==> src/rtl/vector_sync_pkg.sv <==
// Shared types and helpers for the vector_reg_sync source-side scheduler.
package vector_sync_pkg;

    typedef enum logic {
        IDLE = 1'b0,
        HOLD = 1'b1
    } sched_state_t;

    // Width of the {toggle, id, data} vector, for sizing vector_reg_sync in the integrator.
    function automatic int unsigned out_width(input int unsigned n_req,
                                              input int unsigned data_w);
        return data_w + $clog2(n_req) + 1;
    endfunction

endpackage

==> src/rtl/rr_arbiter.sv <==
// Combinational round-robin arbiter: searches upward from ptr+1 with wrap.
module rr_arbiter #(
    parameter  int unsigned pN_REQ = 4,
    localparam int unsigned pID_W  = $clog2(pN_REQ)
) (
    input  logic [pN_REQ-1:0] req,
    input  logic [pID_W-1:0]  ptr,
    output logic [pN_REQ-1:0] grant,
    output logic [pID_W-1:0]  grant_idx
);

    int unsigned      idx;
    logic [pID_W-1:0] idx_t;
    logic             found;

    always_comb begin
        grant     = '0;
        grant_idx = '0;
        found     = 1'b0;
        idx       = 0;
        idx_t     = '0;
        for (int unsigned off = 1; off <= pN_REQ; off++) begin
            idx   = (32'(ptr) + off) % pN_REQ;
            idx_t = pID_W'(idx);
            if (!found && req[idx_t]) begin
                found        = 1'b1;
                grant[idx_t] = 1'b1;
                grant_idx    = idx_t;
            end
        end
    end

endmodule

==> src/rtl/vector_sync_sched.sv <==
// Round-robin scheduler feeding one vector_reg_sync crossing; each word is held pHOLD cycles.
module vector_sync_sched
    import vector_sync_pkg::*;
#(
    parameter  int unsigned pN_REQ   = 4,
    parameter  int unsigned pDATA_W  = 16,
    parameter  int unsigned pHOLD    = 8,
    localparam int unsigned pID_W    = $clog2(pN_REQ),
    localparam int unsigned pOUT_W   = out_width(pN_REQ, pDATA_W)
) (
    input  logic                      clock,
    input  logic                      rst,
    input  logic [pN_REQ-1:0]         req_valid,
    input  logic [pN_REQ*pDATA_W-1:0] req_data,
    output logic [pN_REQ-1:0]         req_ready,
    output logic [pOUT_W-1:0]         ovector,
    output logic                      busy
);

    localparam int unsigned pCNT_W = (pHOLD > 1) ? $clog2(pHOLD) : 1;

    sched_state_t        state_q, state_d;
    logic [pCNT_W-1:0]   cnt_q, cnt_d;
    logic [pID_W-1:0]    ptr_q, ptr_d;
    logic [pOUT_W-1:0]   ovector_q, ovector_d;

    logic [pN_REQ-1:0]   grant;
    logic [pID_W-1:0]    grant_idx;
    logic [pDATA_W-1:0]  sel_data;
    logic                can_grant;
    logic                transfer;

    rr_arbiter #(
        .pN_REQ (pN_REQ)
    ) u_arb (
        .req       (req_valid),
        .ptr       (ptr_q),
        .grant     (grant),
        .grant_idx (grant_idx)
    );

    always_comb begin
        sel_data = '0;
        for (int unsigned i = 0; i < pN_REQ; i++) begin
            if (grant[i]) begin
                sel_data = req_data[i*pDATA_W +: pDATA_W];
            end
        end
    end

    always_comb begin
        // Gating on rst keeps ready low while the async reset is asserted.
        can_grant = !rst && ((state_q == IDLE) || (cnt_q == '0));
        req_ready = can_grant ? grant : '0;
        transfer  = |(req_valid & req_ready);

        state_d   = state_q;
        cnt_d     = cnt_q;
        ptr_d     = ptr_q;
        ovector_d = ovector_q;

        if (transfer) begin
            ovector_d = {~ovector_q[pOUT_W-1], grant_idx, sel_data};
            cnt_d     = pCNT_W'(pHOLD - 1);
            state_d   = HOLD;
            ptr_d     = grant_idx;
        end else if (state_q == HOLD) begin
            if (cnt_q == '0) begin
                state_d = IDLE;
            end else begin
                cnt_d = cnt_q - 1'b1;
            end
        end
    end

    always_ff @(posedge clock or posedge rst) begin
        if (rst) begin
            state_q   <= IDLE;
            cnt_q     <= '0;
            ptr_q     <= pID_W'(pN_REQ - 1);
            ovector_q <= '0;
        end else begin
            state_q   <= state_d;
            cnt_q     <= cnt_d;
            ptr_q     <= ptr_d;
            ovector_q <= ovector_d;
        end
    end

    assign ovector = ovector_q;
    assign busy    = (state_q == HOLD);

endmodule

==> config.mk <==
export PLATFORM = sky130hd
export DESIGN_NAME = vector_sync_sched
export DESIGN_NICKNAME = d
export VERILOG_FILES = /design/src/rtl/vector_sync_pkg.sv /design/src/rtl/rr_arbiter.sv /design/src/rtl/vector_sync_sched.sv
export SDC_FILE = /design/constraint.sdc
export NUM_CORES = 1
export LEC_CHECK = 0
export CORE_MARGIN = 2
export CORE_UTILIZATION = 30
export DETAILED_ROUTE_END_ITERATION = 16
export PLACE_DENSITY = 0.6
export SYNTH_ARGS = -nofsm -noshare
export SYNTH_HDL_FRONTEND = slang
export SYNTH_SLANG_ARGS = --single-unit
==> constraint.sdc <==
create_clock -name clock -period 7.8 [get_ports clock]
set_clock_uncertainty 0.2 [all_clocks]
set_input_delay 1.56 -clock clock [delete_from_list [all_inputs] [get_ports clock]]
set_output_delay 1.56 -clock clock [all_outputs]
set_load 0.1 [all_outputs]
==> key figures, run 1 <==
Status
  • Status: completed

Logic synthesis
  • Synth warnings: 0
  • Top FF cell, synth: dfrtp_1
  • Synth unique cells: 55
  • Post-synth EDFFs: 0
  • Mapped Avg Cell Area: 8.75 um^2
  • Synth Cell Area: 2240 um^2
  • Register area share after synthesis: 0.280
  • Synth Net Count: 336
  • Cells after Synth: 256
  • Ys async rst share: 1.00
  • Yosys reg bits: 25

Global route
  • First-pass GRT wire length: 10900 um
  • All-Layer GR Usage: 0.161
  • Largest net degree at the start of global routing: 44
  • Initial antenna violation count: 0
  • Most Crowded Layer GR: met2
  • GR Util met3: 0.0225
  • Vias in the first global route: 2129
  • Met1 usage: 0.241
  • Grt ovf: 0
  • Met2 usage: 0.253

Cells and area
  • Area Growth Syn to Fin: 45.1%
  • Footprint of the multi-input gates: 1460 um^2
  • Post-Route Utilization: 0.448
  • Layout Nets: 417
  • Inserted Diodes: 0
  • Layout cells sized above 1: 0.125
  • FF/Latch Area: 628 um^2
  • # fillers: 721

Critical path
  • WP buf/inv: 2
  • CP Class: in2out
  • Top delay family on crit path: buffers and inverters
  • R2R cell count: 9
  • CP endpoint kind: output port
  • Worst path depth: 8
  • CP required: 6.04 ns
  • WP data arrival: 4.86 ns
  • Most used cell, CP: clkdlybuf4s50_1
  • Slowest stage cell, crit path: clkdlybuf4s50_1
  • Cells along the critical path: clkdlybuf4s50_1 -> or3b_1 -> a2111o_1 -> nand2_2 -> a22o_1 -> nor2_2 -> nor2_1 -> clkdlybuf4s50_1
  • Slowest cell delay on critical path: 1.14 ns
  • CP max FO: 17
  • Startpoint types: input pin

Job
  • Maxcap violations: 0

Place
  • Final HPWL DP: 5220 um
  • Pre-CTS setup slack: 1.22 ns
  • Routability cong.: 0.883
  • Port-buffer cells: 93

Die
  • Cell Rows: 31
  • Die area: 8180 um^2
  • Initial Util: 0.309
  • Core box area: 7250 um^2
  • Die Y: 90.4 um
  • Ports: 94
  • Die width: 90.4 um

Clock tree
  • Worst-skew pair later-pin latency: 0.27 ns
  • CTS Root Cell: clkbuf_8
  • Clock buffer depth: 2
  • Htree depth: 1
  • CTS sink count: 25
  • CTS tree: built
  • Post-CTS Setup Bufs: 0
  • Hold Buf Count CTS: 0
  • CTS Buf Count: 3
  • Clk slew on worst S/H paths: 0.09 ns
  • Post-CTS resize count: 0

Routing
  • Via density: 5.17
  • Number of DRC markers in iteration 0: 166
  • Via count: 2250
  • First-pass DRT Iterations: 4
  • # DRC: 0
  • WL final: 6880 um
  • DR WL/cell: 15.8 um
  • Antenna viol nets, final: 0

STA
  • Final TNS setup: 0 ns
  • Fin crit share: 0.849
  • RSZ-0062 raised after global routing: no
  • Maximum clock frequency: 151 MHz
  • Final hold vios: 0
  • Min Tclk post-route: 6.62 ns
  • Final setup vio count: 0
  • Max Slew Vio Count: 0
  • Final WS setup: 1.18 ns
  • Hold WS: 0.275 ns
  • Worst-Margin Slew: 1.02 ns
  • Slew HR: 0.320

Worst hold path
  • HP Class: reg2reg
  • Hold depth: 1
metal layers:
| metal | vias up | wire, um |
|---|---|---|
| met2 | 74 | 3220 |
| met3 | 2 | 397 |
| met1 | 1050 | 3240 |
| met4 | 0 | 28 |
| li1 | 1124 | - |
| met5 | - | 0 |
state kept, by name, indices dropped and copies added, names as in the netlist:
register  flops
ovector      19
busy          1
ptr_q         2
cnt_q         3
layout make-up:
class                   instances  area share
clock buffers                   3      0.0127
clock inverters                 1     0.00154
inverters                       9      0.0104
multi-input cells             201       0.449
flip-flops and latches         25       0.193
well taps                      99      0.0381
repair buffers                 97       0.295
synth_stat cells, types with 2 or more instances:
master / instances / area, um^2
mux2i_1: 5 / 50.1
a21bo_2: 16 / 160
o21ai_0: 3 / 15.0
a21boi_1: 2 / 15.0
inv_1: 8 / 30.0
o211ai_2: 2 / 25.0
o2111ai_1: 2 / 17.5
o21a_1: 4 / 30.0
buf_6: 2 / 22.5
nor3b_1: 19 / 143
nand4_1: 2 / 12.5
a31oi_1: 20 / 125
nand2_1: 34 / 128
and3b_1: 3 / 26.3
o311ai_0: 2 / 17.5
nand3_1: 3 / 15.0
a21oi_1: 6 / 30.0
mux2_2: 2 / 22.5
nor2_1: 20 / 75.1
buf_4: 5 / 37.5
buf_2: 13 / 65.1
dfrtp_1: 23 / 576
ha_1: 10 / 125
o221ai_1: 17 / 149
or2_2: 2 / 12.5
dfstp_2: 2 / 52.6
worst paths after layout:
| path | from | endpoint | slack (ns) |
|---|---|---|---|
| max in group asynchronous | rst | ptr_q[1]$_DFFE_PP1P_ | 5.65 |
| worst max register to register | ptr_q[0]$_DFFE_PP1P_ | cnt_q[2]$_DFFE_PP0P_ | 3.68 |
| worst min register to register | ovector[18]$_DFFE_PP0P_ | ovector[18]$_DFFE_PP0P_ | 0.28 |
| min in group asynchronous | rst | ovector[18]$_DFFE_PP0P_ | 1.44 |
| worst max-delay path | req_valid[1] | req_ready[3] | 1.18 |
| worst min-delay path | ovector[18]$_DFFE_PP0P_ | ovector[18]$_DFFE_PP0P_ | 0.28 |
placed cells by master, fill, tap and decap left out, types with 3 or more instances in the layout:
cell / n
a21bo_2: 16
a21oi_1: 6
a31oi_1: 20
and3b_1: 3
buf_4: 5
clkbuf_8: 3
clkdlybuf4s50_1: 92
dfrtp_1: 23
ha_1: 10
inv_1: 8
mux2i_1: 5
nand2_1: 34
nand3_1: 3
nor2_1: 20
nor3b_1: 19
o21a_1: 4
o21ai_0: 3
o221ai_1: 17
logic make-up (layout without fill, tap and decap cells):
logic type	Yosys count	count (layout)	share of synthesized area
mux	8	8	0.0424
flops	25	25	0.280
fa+ha+maj	10	10	0.0558
simple gates	93	93	0.214
compound gates	88	88	0.327
xor+xnor	2	2	0.00782
buf+inv	30	110	0.0726
through the flow:
step | std cells | area (um^2)
after detailed placement | 431 | 3210
after floorplan | 256 | 2240
after global routing | 435 | 3250
after CTS | 435 | 3250
final | 435 | 3250
after global placement | 431 | 3210
worst reg2reg max path, delay by kind of cell (launching register included):
| kind | cells | cell delay, ns |
|---|---|---|
| AND/OR/NAND/NOR | 3 | 1.01 |
| flip-flops | 1 | 0.74 |
| adder cells (fa/ha/maj) | 1 | 0.70 |
| buffers and inverters | 2 | 0.68 |
| multiplexers | 1 | 0.43 |
| AO/OA/AOI/OAI | 2 | 0.24 |
Power of run 1 is not shown: default switching activity piles up to over one toggle a cycle in this logic, so the estimate is an artifact.
==> run 2, diff against run 1 <==
PLACE_DENSITY = 0.62   (was 0.6)
clock period = 5.5 ns   (was 7.8 ns; I/O delays follow)
==> key figures, run 2 (same netlist as run 1, synthesis figures left out) <==
Cells and area
  • Final cell count without fillers: 437 (+0.46%)
  • Layout Nets: 419 (+0.48%)
  • Design area: 3300 um^2 (+1.5%)
  • Inserted Diodes: 0 (unchanged)
  • Most frequent cells in the layout: clkdlybuf4s50_1, nand2_1, dfrtp_1
  • Commonest non-fill, non-tap cell in the layout: clkdlybuf4s50_1
  • Layout cells sized above 1: 0.139 (+0.0141)
  • Max reg flops: 19 (unchanged)
  • Area Growth Syn to Fin: 47.2%

Die
  • Ports: 94 (unchanged)
  • Die Y: 90.4 um (unchanged)
  • Cell Rows: 31 (unchanged)
  • Core box area: 7250 um^2 (unchanged)
  • Die area: 8180 um^2 (unchanged)
  • Initial Util: 0.309 (unchanged)
  • Die width: 90.4 um (unchanged)

Routing
  • WL final: 6980 um (+1.5%)
  • First-pass DRT Iterations: 4 (unchanged)
  • # DRC: 0 (unchanged)
  • Number of DRC markers in iteration 0: 190 (+14%)
  • Via count: 2278 (+1.2%)
  • Via density: 5.21 (+0.78%)
  • DR WL/cell: 16.0 um (+1.0%)
  • Antenna viol nets, final: 0 (unchanged)

STA
  • Final TNS setup: 0 ns (unchanged)
  • Fin crit share: 0.909
  • RSZ-0062 raised after global routing: no
  • Min Tclk post-route: 5.00 ns
  • Maximum clock frequency: 200 MHz
  • Max Slew Vio Count: 0 (unchanged)
  • Final hold vios: 0 (unchanged)
  • Slew HR: 0.306 (-0.0140)
  • Final setup vio count: 0 (unchanged)
  • Worst-Margin Slew: 1.04 ns (+0.0210 ns)

Critical path
  • CP endpoint kind: output port
  • CP max FO: 33 (+16)
  • WP data arrival: 3.70 ns (-1.16 ns)
  • Startpoint types: input pin
  • CP Class: in2out
  • Beginning of the critical path: req_valid[3]
  • Slowest stage cell, crit path: clkdlybuf4s50_1
  • Cells along the critical path: clkdlybuf4s50_1 -> or3b_1 -> a2111o_1 -> nand2_2 -> a211o_4 -> nor2b_1 -> buf_12
  • Slowest cell delay on critical path: 0.66 ns (-0.48 ns)
  • Reg-to-Reg Start: ptr_q[1]$_DFFE_PP1P_
  • R2R cell count: 10 (+1)
  • CP required: 4.20 ns (-1.84 ns)

Place
  • Final HPWL DP: 5410 um (+3.6%)
  • Placed insts: 433 (+0.46%)
  • Dpl cell area: 3250 um^2 (+1.4%)
  • Port-buffer cells: 93 (unchanged)
  • Routability cong.: 1.00 (+13%)

Clock tree
  • Htree depth: 1 (unchanged)
  • Clk slew on worst S/H paths: 0.10 ns (about the same)
  • Hold Buf Count CTS: 0 (unchanged)
  • CTS Root Cell: clkbuf_8
  • Worst-skew pair later-pin latency: 0.27 ns (about the same)
  • Post-CTS Setup Bufs: 0 (unchanged)
  • CTS sink count: 25 (unchanged)
  • CTS tree: built
  • Post-CTS resize count: 0 (unchanged)
  • Clock buffer depth: 2 (unchanged)
  • CTS Buf Count: 3 (unchanged)

Global route
  • Vias in the first global route: 2200 (+3.3%)
  • Grt ovf: 0 (unchanged)
  • All-Layer GR Usage: 0.164 (+0.00274)
  • First-pass GRT wire length: 11000 um (+1.1%)
  • Largest net degree at the start of global routing: 34 (-23%)
  • Initial antenna violation count: 0 (unchanged)

Worst hold path
  • Worst hold path startpoint: ovector[18]$_DFFE_PP0P_
  • HP Class: reg2reg
  • Hold depth: 1 (unchanged)

Job
  • Maxcap violations: 0 (unchanged)

Status
  • Status: completed
run 2: routing by layer:
metal	wire length (um)	GRT usage
met3	367	0.0250
met1	3270	0.230
met5	0	0
met2	3180	0.259
met4	165	0.0526
run 2: worst paths after layout:
kind / slack, ns / to
max reg2reg: 1.67 / ovector[13]$_DFFE_PP0P_
max: 0.50 / req_ready[1]
min reg2reg: 0.29 / ovector[18]$_DFFE_PP0P_
min: 0.29 / ovector[18]$_DFFE_PP0P_
min in group asynchronous: 0.96 / ovector[18]$_DFFE_PP0P_
max in group asynchronous: 3.83 / ptr_q[1]$_DFFE_PP1P_
run 2: final cells by class:
class / count / area, um^2
Multi-Input combinational cell: 201 / 1460
Clock buffer: 3 / 41.3
Tap cell: 99 / 124
Fill cell: 711 / 3950
Timing Repair Buffer: 99 / 1000
Inverter: 9 / 33.8
Sequential cell: 25 / 628
Clock inverter: 1 / 7.51
run 2: stage by stage:
stage	hold slack [ns]	utilization	setup slack [ns]
finish	0.292	0.455	0.503
global route	0.311	0.455	0.366
CTS	0.290	0.455	0.534
detailed placement	0.272	0.448	0.545
global placement	0.267	0.448	0.582
floorplan	0.259	-	0.511
run 2: critical path, delay by kind of cell:
family	cells	cell delay, ns
buffers and inverters	2	0.87
AOI/OAI and AO/OA	2	0.81
and+or+nand+nor	3	0.90
Power of run 2 is left out for the same reason.
